--- config.mk ---
export PLATFORM = sky130hd
export DESIGN_NAME = stv_input_cond
export DESIGN_NICKNAME = d
export VERILOG_FILES = /design/src/rtl/stv_pkg.sv /design/src/rtl/stv_debounce.sv /design/src/rtl/stv_input_cond.sv
export SDC_FILE = /design/constraint.sdc
export NUM_CORES = 1
export LEC_CHECK = 0
export CAP_MARGIN = 40
export CORE_UTILIZATION = 63
export DETAILED_ROUTE_END_ITERATION = 10
export HOLD_SLACK_MARGIN = 0.03
export PLACE_DENSITY = 0.85
export SETUP_SLACK_MARGIN = 0.4
export SLEW_MARGIN = 25
export SYNTH_ARGS = -nofsm -noshare
export SYNTH_HDL_FRONTEND = slang
export SYNTH_SLANG_ARGS = --single-unit
--- constraint.sdc ---
create_clock -name CLK -period 3.2 [get_ports CLK]
set_input_delay 0.64 -clock CLK [delete_from_list [all_inputs] [get_ports CLK]]
set_output_delay 0.64 -clock CLK [all_outputs]
set_load 0.05 [all_outputs]
--- src/rtl/stv_pkg.sv ---
// Shared types and constants for the ST-V input conditioner.
// Coin FSM states, the released-port value, and a small helper.
package stv_pkg;

  typedef enum logic [1:0] {
    IDLE,
    PULSE,
    GAP,
    WAIT_REL
  } coin_state_t;

  localparam logic [15:0] STV_IN_IDLE = 16'hFFFF;

  function automatic int imax(input int a, input int b);
    return (a > b) ? a : b;
  endfunction

endpackage

--- src/rtl/stv_debounce.sv ---
// Per-bit 2-flop synchroniser followed by a tick-based debouncer.
// A bit flips only after DEB_MS consecutive mismatching ticks.
module stv_debounce #(
  parameter int W      = 33,
  parameter int DEB_MS = 4
) (
  input  logic         CLK,
  input  logic         RST,
  input  logic         TICK,
  input  logic [W-1:0] D,
  output logic [W-1:0] Q
);

  localparam int CW = $clog2(DEB_MS + 1);
  localparam logic [CW-1:0] CNT_LAST = CW'(DEB_MS - 1);

  logic [W-1:0]  s1_q;
  logic [W-1:0]  s2_q;
  logic [W-1:0]  st_q;
  logic [W-1:0]  st_d;
  logic [CW-1:0] cnt_q [W];
  logic [CW-1:0] cnt_d [W];

  always_comb begin
    st_d = st_q;
    for (int i = 0; i < W; i++) begin
      cnt_d[i] = cnt_q[i];
      if (s2_q[i] == st_q[i]) begin
        cnt_d[i] = '0;
      end else if (TICK) begin
        if (cnt_q[i] == CNT_LAST) begin
          st_d[i]  = s2_q[i];
          cnt_d[i] = '0;
        end else begin
          cnt_d[i] = cnt_q[i] + 1'b1;
        end
      end
    end
  end

  always_ff @(posedge CLK) begin
    if (RST) begin
      s1_q <= '0;
      s2_q <= '0;
      st_q <= '0;
      for (int i = 0; i < W; i++) cnt_q[i] <= '0;
    end else begin
      s1_q <= D;
      s2_q <= s1_q;
      st_q <= st_d;
      for (int i = 0; i < W; i++) cnt_q[i] <= cnt_d[i];
    end
  end

  assign Q = st_q;

endmodule

--- src/rtl/stv_input_cond.sv ---
// ST-V input conditioner: ms tick divider, debounce, coin pulse shaper.
// Outputs are active-low levels for the I/O port block.
module stv_input_cond
  import stv_pkg::*;
#(
  parameter int TICK_DIV    = 53693,
  parameter int DEB_MS      = 4,
  parameter int COIN_MS     = 100,
  parameter int COIN_GAP_MS = 100
) (
  input  logic        CLK,
  input  logic        RST,
  input  logic        CE,
  input  logic [15:0] JOY1_RAW,
  input  logic [15:0] JOY2_RAW,
  input  logic        COIN_BTN,
  output logic [15:0] JOY1,
  output logic [15:0] JOY2,
  output logic        COIN1,
  output logic        TICK
);

  localparam int DW  = $clog2(TICK_DIV);
  localparam int CCW = $clog2(imax(COIN_MS, COIN_GAP_MS) + 1);
  localparam logic [DW-1:0]  DIV_LAST   = DW'(TICK_DIV - 1);
  localparam logic [CCW-1:0] PULSE_LAST = CCW'(COIN_MS - 1);
  localparam logic [CCW-1:0] GAP_LAST   = CCW'(COIN_GAP_MS - 1);

  logic [DW-1:0]  div_q, div_d;
  logic           tick_q, tick_d;
  logic [32:0]    deb;
  logic           cd;
  coin_state_t    st_q, st_d;
  logic [CCW-1:0] cnt_q, cnt_d;
  logic           coin1_q, coin1_d;
  logic [15:0]    joy1_q, joy1_d;
  logic [15:0]    joy2_q, joy2_d;

  stv_debounce #(
    .W      (33),
    .DEB_MS (DEB_MS)
  ) u_deb (
    .CLK  (CLK),
    .RST  (RST),
    .TICK (tick_q),
    .D    ({COIN_BTN, JOY2_RAW, JOY1_RAW}),
    .Q    (deb)
  );

  assign cd = deb[32];

  always_comb begin
    div_d  = div_q;
    tick_d = 1'b0;
    if (CE) begin
      if (div_q == DIV_LAST) begin
        div_d  = '0;
        tick_d = 1'b1;
      end else begin
        div_d = div_q + 1'b1;
      end
    end
  end

  // A tick coinciding with a transition is not counted in the new state.
  always_comb begin
    st_d  = st_q;
    cnt_d = cnt_q;
    unique case (st_q)
      IDLE: begin
        if (cd) begin
          st_d  = PULSE;
          cnt_d = '0;
        end
      end
      PULSE: begin
        if (tick_q) begin
          if (cnt_q == PULSE_LAST) begin
            st_d  = GAP;
            cnt_d = '0;
          end else begin
            cnt_d = cnt_q + 1'b1;
          end
        end
      end
      GAP: begin
        if (tick_q) begin
          if (cnt_q == GAP_LAST) begin
            st_d  = cd ? WAIT_REL : IDLE;
            cnt_d = '0;
          end else begin
            cnt_d = cnt_q + 1'b1;
          end
        end
      end
      WAIT_REL: begin
        if (!cd) st_d = IDLE;
      end
      default: st_d = IDLE;
    endcase
  end

  always_comb begin
    coin1_d = (st_q != PULSE);
    joy1_d  = ~deb[15:0];
    joy2_d  = ~deb[31:16];
  end

  always_ff @(posedge CLK) begin
    if (RST) begin
      div_q   <= '0;
      tick_q  <= 1'b0;
      st_q    <= IDLE;
      cnt_q   <= '0;
      coin1_q <= 1'b1;
      joy1_q  <= STV_IN_IDLE;
      joy2_q  <= STV_IN_IDLE;
    end else begin
      div_q   <= div_d;
      tick_q  <= tick_d;
      st_q    <= st_d;
      cnt_q   <= cnt_d;
      coin1_q <= coin1_d;
      joy1_q  <= joy1_d;
      joy2_q  <= joy2_d;
    end
  end

  assign JOY1  = joy1_q;
  assign JOY2  = joy2_q;
  assign COIN1 = coin1_q;
  assign TICK  = tick_q;

endmodule

==> impl_metrics.yaml <==
worst_setup_path:
  cp_cell_sequence: "clkdlybuf4s50_1"
  cp_slowest_cell: "clkdlybuf4s50_1"
  critPathRequiredTime_ns: 2.56
  crit_family: "buffers and inverters"
  cp_max_fo: 19
  path_class: "reg2out"
  end_kind: "output pin"
  path_buf_inv: 1
  critPathMaxStageDelay_ns: 0.85
  worstPathArrival_ns: 1.86
  crit_path_start_kind: "flip-flop"
synth:
  synth.net_count: 1102
  synth-edff-count: 0
  syn_inst: 1025
  ys_seq_area_share_pct: 52.2
  ys_seq_elements: 257
  synth.distinct_cells: 41
  ys.flop_type: "dfxtp_1"
  yosysWarnings: 0
  synth_area_um2: 9850
  synth.avg_cell_area_um2: 9.61
  synthArstFlopShare_pct: 0
status:
  status: "finished clean"
clock_tree:
  cts_inserted_buffers: 25
  cts_resized: 0
  cts_max_path_buffers: 3
  htree_levels: 1
  clock-sinks: 257
  hold_buffers: 0
  cts_root_buf: "clkbuf_16"
  post-cts-setup-buffers: 0
  cts_tree: "done"
  insertion_delay_ns: 0.51
  clk_pin_slew_ns: 0.06
timing:
  tightest_slew_ns: 0.746
  drv_slew: 0
  max_slew_margin_pct: 50.3
  finalSetupViolCount: 0
  rsz0062_at_grt: "false"
  period_minus_slack_ns: 2.50
  hold_viol: 0
  finalCritPeriodShare_pct: 78.1
  max_freq_mhz: 400
  finalSetupTns_ns: 0
  clock_skew_ns: 0.00962
floorplan:
  die_area_um2: 16100
  placeableCoreArea_um2: 15300
  die_x_um: 127
  rows: 45
  io_pins: 70
  die_h_um: 127
  start_util_pct: 64.6
placed_design:
  dpl.hpwl_mm: 9.26
  io_buffer_count: 69
  place_congestion: 0.788
  placed_cells_incl_taps: 1276
power_and_ir_drop:
  power_density_nw_per_um2: 567
  seqPwrFrac_pct: 50.1
  vdd_ir_drop_max_mv: 0.523
  clkPwrFrac_pct: 45.1
  comb_power_share_pct: 4.8
  sw_frac_of_total_pct: 20.9
  internal_power_mw: 5.20
  p_switching_mw: 1.38
  p_leak_nw: 4.34
route:
  drt_wl_total_mm: 14.6
  vias_per_cell: 4.98
  drt_iter0_drc: 321
  vias: 6577
  ant_nets: 0
  drc: 0
  drtPass1Iterations: 4
  post_drt_wl_per_cell_um: 11.0
final_layout:
  num-fill-cells: 1042
  synthToLayoutAreaGrowth_pct: 17.6
  drive_gt1_share_pct: 5.32
  final_nets: 1169
  layout.cells.non_filler: 1321
  layout_commonest_cell: "dfxtp_1"
  multi_input_area_um2: 4460
  diodes: 0
  final_cell_mix: "256 x dfxtp_1, 159 x nor2_1, 109 x nand2b_1"
  seq_area_um2: 5150
global_routing:
  grt_pass1_vias: 6255
  gr-usage-all-layers_pct: 18.6
  antenna_found_initial: 0
  grt_pass1_wl_mm: 25.5
  grt_max_degree: 83
  overflow: 0
run:
  max-cap-violations: 0
worst_hold_path:
  hold_class: "reg2reg"
-- worst paths after layout --
path | depth (start not counted) | to | start | slack (ns)
setup / recovery | 1 | TICK | TICK$_SDFF_PP0_ | 0.70
hold / removal | 1 | JOY1[13]$_SDFF_PP1_ | u_deb.Q[13]$_SDFFE_PP0P_ | 0.42
setup reg to reg | 5 | u_deb.Q[32]$_SDFFE_PP0P_ | TICK$_SDFF_PP0_ | 1.28
hold reg to reg | 1 | JOY1[13]$_SDFF_PP1_ | u_deb.Q[13]$_SDFFE_PP0P_ | 0.42
-- kinds of logic after synthesis --
| family | count (synthesis) | share of synthesized area [%] |
|---|---|---|
| DFF | 257 | 52.2 |
| buffers and inverters | 63 | 2.48 |
| AOI/OAI and AO/OA | 62 | 3.42 |
| and+or+nand+nor | 477 | 24.6 |
| adders and majority gates | 41 | 5.21 |
| xor gates and xnor gates | 52 | 4.62 |
| muxes | 73 | 7.43 |
-- state kept, by name, summed over array words and instances (netlist names) --
name         count
cnt_q            7
JOY2            16
u_deb.s2_q      33
u_deb.s1_q      33
TICK             1
div_q           16
u_deb.Q         33
COIN1            1
st_q             2
JOY1            16
u_deb.cnt_q     99
-- cell usage after synthesis (2+ instances only) --
cell      count  area, um^2
a21oi_1      52         260
and2_1        2        12.5
and3_1        3        18.8
buf_1         2        7.51
buf_2         5        25.0
clkbuf_1     28         105
dfxtp_1     257        5140
ha_1         41         513
inv_1        27         101
mux2i_1      72         721
nand2_1      75         282
nand2b_1    109         682
nand3_1      20         100
nand3b_1     14         105
nand4_1       7        43.8
nand4b_1      2        17.5
nor2_1      159         597
nor2b_1      68         425
nor3_1        4        20.0
nor4_1        6        37.5
o31ai_1       2        15.0
xnor2_1      11        96.3
xor2_1       41         359
-- routing by layer --
metal | part of all wire [%] | global-route usage [%] | up-vias
met5 | 0 | 0 | -
met4 | 1.8 | 5.88 | 0
met3 | 3.7 | 3.52 | 23
met2 | 48 | 34.0 | 87
met1 | 47 | 21.9 | 3004
li1 | - | - | 3463
-- power groups by stage --
stage	sequential (mW)	combinational (mW)	clock [mW]
2_1_floorplan	3.36	0.216	0
3_3_place_gp	3.36	0.312	0
3_5_place_dp	3.36	0.316	0
4_1_cts	3.29	0.319	3.03
5_1_grt	3.30	0.356	3.18
6_report	3.29	0.317	2.97
-- layout make-up --
type,instances,share of cell area [%]
clock inverter,13,1.30
multi-input combinational,705,38.5
tap,211,2.28
sequential,257,44.5
inverter,27,0.875
clock buffer,32,6.06
timing repair buffer,76,6.50
-- through the flow --
stage          cell area, um^2  total power [mW]  utilization [%]  worst slack (ns)  hold WS, ns
2_1_floorplan             9850              3.58                -              1.20        0.394
3_3_place_gp             10700              3.67             70.3             0.645        0.402
3_5_place_dp             10700              3.68             70.3             0.597        0.405
4_1_cts                  11600              6.64             75.9             0.672        0.420
5_1_grt                  11600              6.83             75.9             0.637        0.434
6_report                 11600              6.57             75.9             0.702        0.417
Power figures use the tool's default switching activity.
